[config.mk]
export PLATFORM = sky130hd
export DESIGN_NAME = keypad_scan_ctrl
export DESIGN_NICKNAME = d
export VERILOG_FILES = /design/src/rtl/keypad_scan_ctrl.sv
export SDC_FILE = /design/constraint.sdc
export NUM_CORES = 1
export LEC_CHECK = 0
export ABC_AREA = 0
export CAP_MARGIN = 20
export CORE_ASPECT_RATIO = 0.9
export CORE_UTILIZATION = 55
export DETAILED_ROUTE_END_ITERATION = 6
export PLACE_DENSITY = 0.87
export SYNTH_ARGS = -nofsm -noshare
export SYNTH_HDL_FRONTEND = slang
export SYNTH_SLANG_ARGS = --single-unit
[constraint.sdc]
create_clock -name clkms -period 5.6 [get_ports clkms]
set_clock_uncertainty 0.2 [all_clocks]
set_input_delay 0.56 -clock clkms [delete_from_list [all_inputs] [get_ports clkms]]
set_output_delay 0.56 -clock clkms [all_outputs]
set_load 0.01 [all_outputs]
[src/rtl/keypad_scan_ctrl.sv]
// 4x4 keypad scanner: one-hot row strobe with programmable dwell, per-key debounce,
// and a small FIFO of press codes behind a valid/ready handshake.
module keypad_scan_ctrl #(
    parameter int unsigned SETTLE_TICKS = 1,
    parameter int unsigned DEBOUNCE_CNT = 4,
    parameter int unsigned FIFO_DEPTH   = 4
) (
    input  logic        clkms,
    input  logic        rst_n,
    input  logic [3:0]  col,
    output logic [3:0]  row,
    output logic        key_valid,
    output logic [3:0]  key_code,
    input  logic        key_ready,
    output logic [15:0] key_held,
    output logic        overflow,
    input  logic        clr_ovf
);

    localparam int unsigned DW = (SETTLE_TICKS > 0) ? $clog2(SETTLE_TICKS + 1) : 1;
    localparam int unsigned CW = $clog2(DEBOUNCE_CNT + 1);
    localparam int unsigned PW = $clog2(FIFO_DEPTH);
    localparam int unsigned NW = PW + 1;

    logic [DW-1:0] dwell_q, dwell_d;
    logic [3:0]    row_q, row_d;
    logic [CW-1:0] cnt_q [16];
    logic [CW-1:0] cnt_d [16];
    logic [15:0]   held_q, held_d;
    logic [15:0]   rise;
    logic [3:0]    mem_q [FIFO_DEPTH];
    logic [PW-1:0] wr_q, wr_d, rd_q, rd_d;
    logic [NW-1:0] count_q, count_d;
    logic          ovf_q, ovf_d;

    logic          sample;
    logic [1:0]    row_idx;
    logic          push_req, lost_multi, push, pop, full, lost;
    logic [3:0]    ev_code;

    always_comb begin
        sample  = (dwell_q == DW'(SETTLE_TICKS));
        dwell_d = sample ? '0 : dwell_q + 1'b1;
        row_d   = sample ? {row_q[2:0], row_q[3]} : row_q;
        row_idx = 2'd0;
        for (int r = 0; r < 4; r++) begin
            if (row_q[r]) row_idx = 2'(r);
        end
    end

    // Only keys on the row being sampled move; everything else holds.
    always_comb begin
        cnt_d  = cnt_q;
        held_d = held_q;
        rise   = '0;
        for (int k = 0; k < 16; k++) begin
            if (sample && (row_idx == 2'(k / 4))) begin
                if (col[k % 4] != held_q[k]) begin
                    if (cnt_q[k] == CW'(DEBOUNCE_CNT - 1)) begin
                        held_d[k] = ~held_q[k];
                        cnt_d[k]  = '0;
                        rise[k]   = ~held_q[k];
                    end else begin
                        cnt_d[k] = cnt_q[k] + 1'b1;
                    end
                end else begin
                    cnt_d[k] = '0;
                end
            end
        end
    end

    // Lowest key index wins; further presses on the same sample are lost.
    always_comb begin
        push_req   = 1'b0;
        lost_multi = 1'b0;
        ev_code    = 4'd0;
        for (int k = 0; k < 16; k++) begin
            if (rise[k]) begin
                if (!push_req) begin
                    push_req = 1'b1;
                    ev_code  = 4'(k);
                end else begin
                    lost_multi = 1'b1;
                end
            end
        end
    end

    always_comb begin
        pop  = (count_q != '0) && key_ready;
        full = (count_q == NW'(FIFO_DEPTH));
        push = push_req && (!full || pop);
        lost = lost_multi || (push_req && !push);
        wr_d = push ? wr_q + 1'b1 : wr_q;
        rd_d = pop ? rd_q + 1'b1 : rd_q;
        case ({push, pop})
            2'b10:   count_d = count_q + 1'b1;
            2'b01:   count_d = count_q - 1'b1;
            default: count_d = count_q;
        endcase
        ovf_d = lost ? 1'b1 : (clr_ovf ? 1'b0 : ovf_q);
    end

    always_ff @(posedge clkms or negedge rst_n) begin
        if (!rst_n) begin
            dwell_q <= '0;
            row_q   <= 4'b0001;
            cnt_q   <= '{default: '0};
            held_q  <= '0;
            mem_q   <= '{default: '0};
            wr_q    <= '0;
            rd_q    <= '0;
            count_q <= '0;
            ovf_q   <= 1'b0;
        end else begin
            dwell_q <= dwell_d;
            row_q   <= row_d;
            cnt_q   <= cnt_d;
            held_q  <= held_d;
            if (push) mem_q[wr_q] <= ev_code;
            wr_q    <= wr_d;
            rd_q    <= rd_d;
            count_q <= count_d;
            ovf_q   <= ovf_d;
        end
    end

    always_comb begin
        row       = row_q;
        key_held  = held_q;
        key_valid = (count_q != '0);
        key_code  = key_valid ? mem_q[rd_q] : 4'd0;
        overflow  = ovf_q;
    end

endmodule

After elaboration in Yosys (flattened, before gate mapping)
Index checks and enable logic that the tools add are counted.
Storage, ports and cells
  register bits: 93
  input port bits: 8
  output and inout port bits: 26
  word-level logic and storage cells: 324
Operators by class
  add/subtract/negate cells: 21
  order comparisons: 3
  equal/unequal tests: 38
  mux-type cells: 170
  bitwise logic cells: 18
  reductions and logical operators: 32
Operator list (number)
  4-bit 2-to-1 mux: 32
  1-bit 2-to-1 mux: 100
  3-bit 2-to-1 mux: 32
  3-bit by 1-bit adder with 3-bit output, second input constant: 17
  3-bit by 2-bit equality test with 1-bit output, second input constant: 16
  3-bit AND reduction: 16
  16-bit bitwise mux: 1
  1-bit != test: 16
  1-bit inverter: 16
  4-bit binary-select mux with 2-bit select: 1
  4-bit demux with 2-bit select: 1
  1-bit logical AND: 8
  2-bit equality test, second input constant: 3
  3-bit greater-or-equal comparator, second input constant: 2
  2-bit inverter with 3-bit output: 2
  3-bit case mux with 2 select lines: 1
  2-bit by 1-bit adder with 2-bit output, second input constant: 2
  2-bit by 1-bit equality test with 1-bit output, second input constant: 2
  2-bit 2-to-1 mux: 2
  2-bit nonzero test: 2
  3-bit equality test, second input constant: 1
  3-bit by 1-bit < comparator with 1-bit output, second input constant: 1
  3-bit nonzero test: 1
  3-bit by 1-bit subtractor with 3-bit output, second input constant: 1
  4 further kinds: 6

Logic depth before layout (Yosys ltp)
  depth after elaboration: 39
  mapped depth: 14
  mapped depth without buffers: 12

Least setup slack after synthesis
No wires, ideal clock.
  kind: in2reg
  start point: input port col[3]
  end point: register count_q[2]
  library setup time: 0.079 ns
  arrival time: 2.659 ns
  data required time: 5.321 ns
  setup slack: 2.662 ns
  cell stages on the path: 12
  buffers on the path: 1
  path through: buf_2 > nand4bb_1 > a41oi_1 > nor2_2 > nand2_2 > nand2_2 > ha_1 > inv_1 > fa_1 > xor2_1 > nor2_1 > xor2_1
On the way
  longest elaborated chain between the ends: 19
  elaborated cells on any way between the ends: 30
  classes of those cells: eq/ne (6); mux (22); reduce/logical (2)
RTL lines
  start: declaration: RTL line 10  | input logic [3:0] col,
  1-bit != test: RTL line 58  | if (col[k % 4] != held_q[k]) begin
  1-bit 2-to-1 mux: RTL line 58
  1-bit 2-to-1 mux: RTL line 57  | if (sample && (row_idx == 2'(k / 4))) begin
  1-bit 2-to-1 mux (12 in series): RTL line 79  | if (rise[k]) begin
  1-bit 2-to-1 mux *: RTL line 79
  1-bit logical AND *: RTL line 93  | push = push_req && (!full || pop);
  2-bit by 1-bit equality test with 1-bit output or 2-bit equality test (tied branches): RTL line 97  | case ({push, pop})
  3-bit case mux with 2 select lines or 2-bit nonzero test (tied branches)
  end signal: assignment: RTL line 124  | count_q <= count_d;
  end: declaration: RTL line 33  | logic [NW-1:0] count_q, count_d;
Mark *: on every way between the ends. The rest lies on a longest branch, timed or not.
A chain may end at the register's enable or synchronous reset.

Worst setup path after layout
  start point: input port col[0]
  end point: register count_q[2]
On the way
  longest elaborated chain between the ends: 22
  elaborated cells on any way between the ends: 33
  classes of those cells: eq/ne (6); mux (25); reduce/logical (2)
RTL lines (RTL line)
  1-bit != test: 58
  1-bit 2-to-1 mux: 58
  1-bit 2-to-1 mux: 57
  1-bit 2-to-1 mux (12 in series): 79
  1-bit 2-to-1 mux * (4 in series): 79
  1-bit logical AND *: 93
  2-bit by 1-bit equality test with 1-bit output or 2-bit equality test (tied branches): 97
  3-bit case mux with 2 select lines or 2-bit nonzero test (tied branches)
Marked as above.

==> impl_metrics.ini <==
[logic_synthesis]
async_flop_share_pct = 100
synth.top_cell.area_share_pct = 45.6
yosysSeqAreaShare_pct = 46.1
syn_nets = 503
synth_common_cells = dfrtp_1, nand2_1, nor2_1, o21ai_0
ys_ff_latch = 93
ys_types = 61
synth_top_area_cell = dfrtp_1
ys_warn_count = 0
netlist_area_um2 = 5050
synth_edf_count = 0
synthFlopType = dfrtp_1
synth_area_leaders = dfrtp_1, ha_1, mux2_2
synth.most_common_cell = dfrtp_1
postSynthAreaPerCell_um2 = 10.7
syn-instance-count = 473

[floorplanning]
dieArea_um2 = 9580
fp.dieH_um = 92.9
die_w_um = 103
ios = 34
start_util_pct = 57.9
fp.coreArea_um2 = 8730
row_count = 32

[place]
hpwl_mm = 7.41
detailed_place.area_um2 = 5460
portBuffers = 33
gp_congestion = 0.900

[critical_path]
cpMaxStageDelayCell = clkdlybuf4s50_1
max_stage_delay_ns = 0.72
path_buf_inv = 2
crit_chain = clkdlybuf4s50_1 > nor4bb_1 > o21ai_0 > and4b_1 > nand2_2 > nand2_2 > ha_1 > inv_1 > fa_1 > xor2_1 > nor2_1 > xor2_1
crit_arrival_ns = 3.85
path_delay_family = simple AND/OR/NAND/NOR gates
timing_worst_setup_path_type = input pin to flip-flop
critPathLaunchType = input pin
cp-end-kind = flip-flop
path_max_fanout = 14
crit_required_ns = 5.69

[pwr]
power.leakage_nw = 2.55
vdd_drop_max_mv = 0.166
powerDensity_nw_per_um2 = 319
power_mw = 1.80

[grt]
grt_pass1_vias = 3667
track_usage_pct = 24.0
antenna_found_initial = 0
gr-total-overflow = 0
grt_max_degree = 65
grt_pass1_wl_mm = 17.4

[timing]
fin_crit_ns = 3.76
fin_setup_tns_ns = 0
final.period_utilization_pct = 67.1
hold_viol_final = 0
rsz0062_at_grt = no
slew_headroom_pct = 47.0
setup_viol = 0
worstMarginPinSlew_ns = 0.795
drv_slew = 0
max_freq_mhz = 266

[clock_tree]
cts_buffers = 9
clock_latency_ns = 0.37
post_cts_buffers = 0
h-tree-depth = 3
cts_tree = yes
clk_pin_slew_worst_paths_ns = 0.08
clock-sinks = 93
cts.path.max_buffers = 2
root_buffer = clkbuf_8

[layout]
drive_gt1_share_pct = 11.4
fillCellCount = 672
antenna_cells = 0
ff_latch_area_um2 = 2330
postLayoutCoreUtil_pct = 64.7
multi_input_area_um2 = 2570
finalInstanceArea_um2 = 5640
area_delta_synth_final_pct = 11.7
nets = 532

[detailed_routing]
drc = 0
drt_iter0_drc = 275
wirelength_mm = 10.4
via_per_inst = 5.88
postRouteAntennaNets = 0
drt_first_pass_iters = 5
vias = 3683
wire_per_inst_um = 16.7

[outcome]
status = complete, no violations

[worst_hold_path]
hp-class = flip-flop to flip-flop

[job]
drv_cap = 0
==> routing by layer <==
layer | GRT usage [%] | up-vias | part of all wire (%)
met1 | 31.1 | 1805 | 45
met5 | 0 | - | 0
met4 | 9.62 | 0 | 2.0
met3 | 6.11 | 21 | 5.6
met2 | 38.2 | 114 | 48
li1 | - | 1743 | -
==> state kept, by name (all words and copies together) (netlist names) <==
register	count
overflow	1
mem_q	16
rd_q	2
dwell_q	1
wr_q	2
cnt_q	48
row	4
key_held	16
count_q	3
==> final cells by class <==
type | instances | share of cell area [%]
Multi-Input combinational cell | 344 | 45.5
Clock inverter | 5 | 0.621
Tap cell | 119 | 2.64
Inverter | 18 | 1.20
Sequential cell | 93 | 41.3
Timing Repair Buffer | 36 | 6.25
Clock buffer | 11 | 2.51
==> cell families (layout without fill, tap and decap cells) <==
| logic type | Yosys count | count (layout) | synth area share (%) |
|---|---|---|---|
| simple gates | 175 | 175 | 20.1 |
| flops | 93 | 93 | 46.1 |
| compound gates | 92 | 92 | 13.1 |
| buf+inv | 36 | 70 | 3.09 |
| mux | 33 | 33 | 8.20 |
| fa+ha+maj | 22 | 22 | 5.60 |
| xor+xnor | 22 | 22 | 3.81 |
==> timing repair <==
| action | 4_1_cts | 5_1_grt |
|---|---|---|
| endpoints found under the setup margin | 0 | 0 |
| endpoints found under the hold margin | 29 | 0 |
| hold buffers | 1 | 0 |
| resized for setup | 0 | 0 |
==> where the power goes <==
group	internal [mW]	switching [mW]	leakage, nW	total (mW)
clock	0.175	0.237	0.0897	0.412
combinational	0.271	0.242	1.29	0.513
sequential	0.777	0.0983	1.16	0.875
==> worst min-delay path, cell delays in order (launching register included) <==
cell	delay (ns)
dfrtp_1	0.36
nand2_1	0.06
nand2_1	0.05
==> path summary, 6_finish.rpt <==
check                              to      start  cells after the start  slack (ns)
max                        count_q[2]     col[0]                     12        1.84
min                         cnt_q[13]  cnt_q[13]                      2        0.29
max reg2reg                count_q[2]    dwell_q                     11        2.08
min reg2reg                 cnt_q[13]  cnt_q[13]                      2        0.29
max in group asynchronous   cnt_q[36]      rst_n                      3        3.63
min in group asynchronous    cnt_q[4]      rst_n                      2        0.45
==> per-stage QoR <==
step           hold slack [ns]  cells  setup WS, ns
2_1_floorplan           0.0644    473          2.66
3_3_place_gp             0.254    609          1.63
3_5_place_dp             0.266    609          1.48
4_1_cts                  0.294    626          1.84
5_1_grt                  0.313    626          1.64
6_report                 0.291    626          1.84
==> cells in the final DEF (no fill, tap or decap), types with 8 or more instances in the layout <==
master | netlist | routed
nand2_1 | 43 | 43
nand4bb_1 | 8 | 8
nor2_1 | 39 | 39
a22o_1 | 10 | 10
clkbuf_8 | 0 | 10
xnor2_1 | 11 | 11
dfrtp_1 | 92 | 92
nand2b_1 | 10 | 10
nor3_1 | 10 | 10
xor2_1 | 11 | 11
mux2_2 | 19 | 19
a21o_1 | 10 | 10
o21ai_0 | 25 | 25
a21oi_1 | 21 | 21
clkdlybuf4s50_1 | 0 | 32
ha_1 | 21 | 21
nor4bb_1 | 8 | 8
inv_1 | 18 | 18
and2_1 | 13 | 13
Note: power is estimated with default switching activity, not from simulation.
